## src/rtl/lza_norm_shift_pkg.sv

```systemverilog
// fpu_norm_pkg: shared widths and stage-1 payload for the LZA normalization stage
package fpu_norm_pkg;
    localparam int MANT_W = 27;
    localparam int EXP_W  = 8;
    localparam int LZ_W   = $clog2(MANT_W) + 1;

    typedef struct packed {
        logic [MANT_W-1:0] sum;
        logic [EXP_W-1:0]  exp;
        logic              sign;
        logic [LZ_W-1:0]   lz;
        logic              zero;
    } s1_t;
endpackage

```

## src/rtl/lza_norm_shift_lead_one_enc.sv

```systemverilog
// lead_one_enc: priority encoder giving the leading-zero count of the LZA indicator vector
module lead_one_enc
    import fpu_norm_pkg::*;
(
    input  logic [MANT_W-1:0] vec_i,
    output logic [LZ_W-1:0]   lz_o,
    output logic              zero_o
);
    // Scan from LSB upward so the highest set bit wins; an empty vector reports MANT_W.
    always_comb begin
        lz_o = LZ_W'(MANT_W);
        for (int i = 0; i < MANT_W; i++)
            if (vec_i[i]) lz_o = LZ_W'(MANT_W - 1 - i);
        zero_o = (vec_i == '0);
    end
endmodule

```

## src/rtl/lza_norm_shift.sv

```systemverilog
// lza_norm_shift: 2-stage LZA normalize/correct/exponent-adjust pipeline; LZA_NORM_CORR_CNT_EN adds corr_count
module lza_norm_shift
    import fpu_norm_pkg::*;
(
    input  logic              clk,
    input  logic              rst,
    input  logic              in_valid,
    output logic              in_ready,
    input  logic [MANT_W-1:0] in_sum,
    input  logic [MANT_W-1:0] in_ind,
    input  logic [EXP_W-1:0]  in_exp,
    input  logic              in_sign,
    output logic              out_valid,
    input  logic              out_ready,
    output logic [MANT_W-1:0] out_mant,
    output logic [EXP_W-1:0]  out_exp,
    output logic              out_sign,
    output logic              out_zero,
    output logic              out_underflow
`ifdef LZA_NORM_CORR_CNT_EN
    ,
    output logic [15:0]       corr_count
`endif
);
    s1_t               s1_d, s1_q;
    logic              s1_v_q, s2_v_q, s2_load;
    logic [LZ_W-1:0]   enc_lz, lz_tot;
    logic              enc_zero, corr, uf;
    logic [MANT_W-1:0] t, mant_d, mant_q;
    logic [EXP_W:0]    lz_x, exp_x, eff;
    logic [EXP_W-1:0]  exp_d, exp_q;
    logic              sign_q, zero_q, uf_d, uf_q;

    lead_one_enc u_enc (.vec_i(in_ind), .lz_o(enc_lz), .zero_o(enc_zero));

    assign s2_load  = !s2_v_q || out_ready;
    assign in_ready = !s1_v_q || s2_load;
    assign s1_d     = '{sum: in_sum, exp: in_exp, sign: in_sign, lz: enc_lz,
                        zero: enc_zero || (in_sum == '0)};

    // Stage 1: capture payload plus anticipated shift whenever the stage is free or draining.
    always_ff @(posedge clk) begin
        if (rst) begin
            s1_v_q <= 1'b0;
            s1_q   <= '0;
        end else if (in_ready) begin
            s1_v_q <= in_valid;
            if (in_valid) s1_q <= s1_d;
        end
    end

    // Stage 2 math: 1-bit LZA correction, then clamp the shift to the exponent (9-bit, no wrap).
    always_comb begin
        t      = s1_q.sum << s1_q.lz;
        corr   = !t[MANT_W-1] && !s1_q.zero;
        lz_tot = s1_q.lz + LZ_W'(corr);
        lz_x   = (EXP_W+1)'(lz_tot);
        exp_x  = {1'b0, s1_q.exp};
        uf     = lz_x > exp_x;
        eff    = uf ? exp_x : lz_x;
        mant_d = s1_q.zero ? '0 : s1_q.sum << eff;
        exp_d  = s1_q.zero ? '0 : EXP_W'(exp_x - eff);
        uf_d   = uf && !s1_q.zero;
    end

    // Stage 2: output register, held while downstream stalls.
    always_ff @(posedge clk) begin
        if (rst) begin
            s2_v_q <= 1'b0;
            mant_q <= '0;
            exp_q  <= '0;
            sign_q <= 1'b0;
            zero_q <= 1'b0;
            uf_q   <= 1'b0;
        end else if (s2_load) begin
            s2_v_q <= s1_v_q;
            if (s1_v_q) begin
                mant_q <= mant_d;
                exp_q  <= exp_d;
                sign_q <= s1_q.sign;
                zero_q <= s1_q.zero;
                uf_q   <= uf_d;
            end
        end
    end

    assign out_valid     = s2_v_q;
    assign out_mant      = mant_q;
    assign out_exp       = exp_q;
    assign out_sign      = sign_q;
    assign out_zero      = zero_q;
    assign out_underflow = uf_q;

`ifdef LZA_NORM_CORR_CNT_EN
    logic        corr_q;
    logic [15:0] cnt_q;

    // Correction flag travels with the S2 beat; count it only when that beat is accepted.
    always_ff @(posedge clk) begin
        if (rst) begin
            corr_q <= 1'b0;
            cnt_q  <= '0;
        end else begin
            if (s2_load && s1_v_q) corr_q <= corr;
            if (s2_v_q && out_ready && corr_q && cnt_q != 16'hFFFF) cnt_q <= cnt_q + 16'd1;
        end
    end

    assign corr_count = cnt_q;
`endif
endmodule

```

## config.mk

```make
export PLATFORM = sky130hd
export DESIGN_NAME = lza_norm_shift
export DESIGN_NICKNAME = d
export VERILOG_FILES = /design/src/rtl/lza_norm_shift_pkg.sv /design/src/rtl/lza_norm_shift_lead_one_enc.sv /design/src/rtl/lza_norm_shift.sv
export SDC_FILE = /design/constraint.sdc
export NUM_CORES = 1
export LEC_CHECK = 0
export ABC_AREA = 1
export BUFFER_PORTS_ARGS = -buffer_cell sky130_fd_sc_hd__buf_2
export CAP_MARGIN = 20
export CORE_UTILIZATION = 37
export CTS_BUF_LIST = sky130_fd_sc_hd__clkbuf_8
export CTS_CLUSTER_SIZE = 12
export DETAILED_ROUTE_END_ITERATION = 10
export PLACE_DENSITY = 0.66
export SLEW_MARGIN = 10
export SYNTH_ARGS = -nofsm -noshare
export SYNTH_HDL_FRONTEND = slang
export SYNTH_HIERARCHICAL = 1
export SYNTH_SLANG_ARGS = --single-unit
export TNS_END_PERCENT = 1
```

## constraint.sdc

```tcl
create_clock -name clk -period 9.3 [get_ports clk]
set_clock_uncertainty 0.2 [all_clocks]
set_input_delay 1.395 -clock clk [delete_from_list [all_inputs] [get_ports clk]]
set_output_delay 1.395 -clock clk [all_outputs]
set_load 0.02 [all_outputs]
```

==> metrics.csv <==
stage,metric,value,unit
clock_network,cts.sinks,83,
finish,diodes,0,
setup_path,path_common_cell,o21ai_0,
global_route,grt_max_degree,76,
setup_path,cp-start-kind,flip-flop,
global_route,grt_pass1_vias,5436,
floorplan,die_h,124,microns
routing,drt_iter0_markers,560,
routing,dr_wl_met2,7300,microns
floorplan,dieArea,15400,sq um
place,place_area,6070,sq um
yosys,synthFlopType,dfxtp_1,
finish,drive_gt1_share,16.3,%
yosys,synth-simple-area-share,39.6,%
job,drv_cap,0,
clock_network,clk_latency,0.38,ns
yosys,synthXorXnorAreaFrac,0.953,%
floorplan,io_pins,107,
routing,ant_nets,0,
pwr,p_leak,2.94,nW
setup_path,slowest_stage,dfxtp_1,
pwr,max-vdd-ir-drop,78.9,uV
setup_path,rr_endpoint,out_exp[6]$_SDFFE_PP0P_,
setup_path,path_max_fanout,26,
routing,met3_length,1130,microns
routing,wirelength,16100,microns
sta,final-setup-viol-count,0,
clock_network,ctsResizeCount,0,
pwr,power.density,187,nW/um^2
yosys,syn_nets,960,
clock_network,cts_hold_buf,0,
sta,hold_viol_final,0,
yosys,synth_seq_cells,83,
sta,fmax,174,MHz
finish,multi_input_area,3290,sq um
sta,slew_violations,0,
routing,top_layer,met4,
yosys,synth_cell_types,39,
sta,fin_crit_sh,61.7,%
yosys,synth_edf_count,0,
setup_path,crit_start,s1_q[1]$_SDFFE_PP0P_,
finish,nFillCells,1648,
finish,finalNetCount,1035,
yosys,yosys_warnings,6,
place,dp_hpwl,12000,microns
global_route,grt_overflow,0,
clock_network,clockBufferDepth,2,
clock_network,cts.htree.levels,3,
yosys,syn_area_per_cell,6.28,sq um
sta,setup_ws,3.57,ns
setup_path,cpPeakStageDelay,0.61,ns
finish,fin_area,6290,sq um
routing,route.detailed.drc,0,
place,gp_congestion,0.914,
floorplan,die_x,124,microns
sta,rsz0062_at_grt,no,
setup_path,crit_required,9.34,ns
floorplan,initial_core_util,37.9,%
yosys,synth_area,5510,sq um
floorplan,core_area,14500,sq um
sta,relSlewSlack,48.7,%
finish,seqCellArea,1660,sq um
yosys,ys_async_sr_fraction,0,%
setup_path,worst-r2r-setup-slack,3.57,ns
routing,wl_met1,7410,microns
routing,routed_via_density,5.31,
sta,worstMarginPinSlew,0.766,ns
clock_network,cts_tree,built,
sta,period_needed,5.73,ns
clock_network,root_buffer,clkbuf_8,
yosys,synth_top_family_by_area,simple AND/OR/NAND/NOR gates,
setup_path,rr_startpoint,s1_q[1]$_SDFFE_PP0P_,
sta,whs,0.263,ns
floorplan,num_rows,44,
setup_path,reg2reg_depth,29,
clock_network,cts_made_buffers,9,
yosys,syn_inst,878,
place,port-buffer-count,106,
setup_path,endpoint,out_exp[6]$_SDFFE_PP0P_,
global_route,grtUsageTotal,21.7,%
clock_network,clkTransAtPathRegs,0.09,ns
global_route,grt_antenna_before_repair,0,
status,status,completed,
sta,fin_setup_tns,0,ns
clock_network,post_cts_buffers,0,
yosys,synth_compound_area_share,15.5,%
finish,syn2layout_area_growth,14.0,%
setup_path,worstSetupPathType,flip-flop to flip-flop,
place,dp_slack,3.67,ns
yosys,seq_area_frac_synth,30.1,%
setup_path,worstSetupEndpointType,flip-flop,
hold_path,hold_class,flip-flop to flip-flop,
yosys,synthAdderAreaFrac,3.54,%
yosys,muxShareOfSynthArea,0,%
routing,wl_per_cell,14.1,microns
routing,vias,6069,
finish,final_util,43.3,%
routing,drt-pass1-iter-count,5,
setup_path,cp.arrival,5.78,ns
global_route,grt_pass1_wl,26000,microns
-- sequential cells by signal, summed over array words and instances, names as in the netlist --
name and cells:
s1_q 35, out_exp 8, out_mant 27, exp_x 8, out_valid 1, s1_v_q 1
out_sign 1, out_underflow 1, out_zero 1
-- final cells by class --
cell class / count / share of cell area, %
multi-input cells: 664 / 52.4
flip-flops and latches: 83 / 26.4
repair buffers: 112 / 9.47
inverters: 83 / 5.00
well taps: 184 / 3.66
clock buffers: 9 / 1.97
clock inverters: 7 / 1.09
-- through the flow --
step           instances  total power, W
3_5_place_dp        1125        0.000912
2_1_floorplan        878        0.000803
3_3_place_gp        1125        0.000909
4_1_cts             1141         0.00117
6_report            1142         0.00118
5_1_grt             1142         0.00126
-- kinds of logic (layout without fill, tap and decap cells) --
logic type / count (synthesis) / count (layout)
other cells: 1 / 1
xor+xnor: 6 / 6
fa+ha+maj: 15 / 15
flops: 83 / 83
buf+inv: 131 / 211
simple gates: 483 / 483
compound gates: 159 / 159
-- worst max-delay path: cells and delay by family (launching register included) --
family	cells	cell delay, ns
simple gates	12	1.52
xor+xnor	1	0.26
fa+ha+maj	4	1.29
flops	1	0.61
compound gates	9	1.30
buf+inv	3	0.41
-- per-layer routing --
layer  vias to the layer above  track usage [%]
li1                       3087                -
met3                        25             4.72
met4                         0             6.85
met5                         -                0
met2                       227             34.8
met1                      2730             28.8
-- power by group --
part           leakage, nW  switching, W  internal (W)
Sequential           0.682     0.0000242      0.000383
Clock                0.101      0.000141      0.000124
Combinational         2.16      0.000341      0.000164
Total                 2.94      0.000506      0.000671
-- how the worst min path moves through the flow --
| stage | to | slack [ns] | cells past startpoint | from |
|---|---|---|---|---|
| 5_1_grt | out_mant[1]$_SDFFE_PP0P_ | 0.29 | 2 | out_mant[1]$_SDFFE_PP0P_ |
| 2_1_floorplan | s1_q[7]$_SDFFE_PP0P_ | 0.25 | 2 | s1_q[7]$_SDFFE_PP0P_ |
| 4_1_cts | out_exp[3]$_SDFFE_PP0P_ | 0.27 | 2 | out_exp[3]$_SDFFE_PP0P_ |
| 3_5_place_dp | out_exp[3]$_SDFFE_PP0P_ | 0.25 | 2 | out_exp[3]$_SDFFE_PP0P_ |
| 6_report | out_exp[3]$_SDFFE_PP0P_ | 0.26 | 2 | out_exp[3]$_SDFFE_PP0P_ |
| 3_3_place_gp | out_exp[3]$_SDFFE_PP0P_ | 0.25 | 2 | out_exp[3]$_SDFFE_PP0P_ |
-- cells in the final DEF (no fill, tap or decap), types with 3 or more instances in the layout --
cell      synthesis  final
a21oi_1          77     77
a22oi_1           3      3
buf_2             9    106
buf_4             7      5
clkbuf_8          0      9
dfxtp_1          83     83
ha_1             14     14
inv_1            79     80
inv_2             3      3
nand2_1         194    193
nand2_2           5      6
nand3_1         179    179
nand4_1          13     13
nor2_1           64     64
nor3_1            7      7
nor4_1            7      7
o21ai_0          63     63
o21ai_2           5      5
or2_2             5      5
xor2_1            5      5
-- synth_stat cells (2+ instances only) --
master      n  area, sq um
a211oi_1    2         15.0
o21ai_2     5         43.8
nor4_1      7         43.8
or2_2       5         31.3
nand3_1   179          896
nand2_2     5         31.3
nor2_1     64          240
xor2_1      5         43.8
o21ai_0    63          315
nor2_4      2         22.5
and2_1      2         12.5
dfxtp_1    83         1660
buf_4       7         52.6
clkbuf_1   28          105
nand2_1   194          728
nand2_4     2         22.5
a21oi_1    77          385
ha_1       14          175
buf_6       4         45.0
a31oi_1     2         12.5
nand4_1    13         81.3
inv_1      79          297
buf_2       9         45.0
a22oi_1     3         22.5
o22ai_1     2         12.5
inv_2       3         11.3
nor3_1      7         35.0
Power figures use the tool's default switching activity.
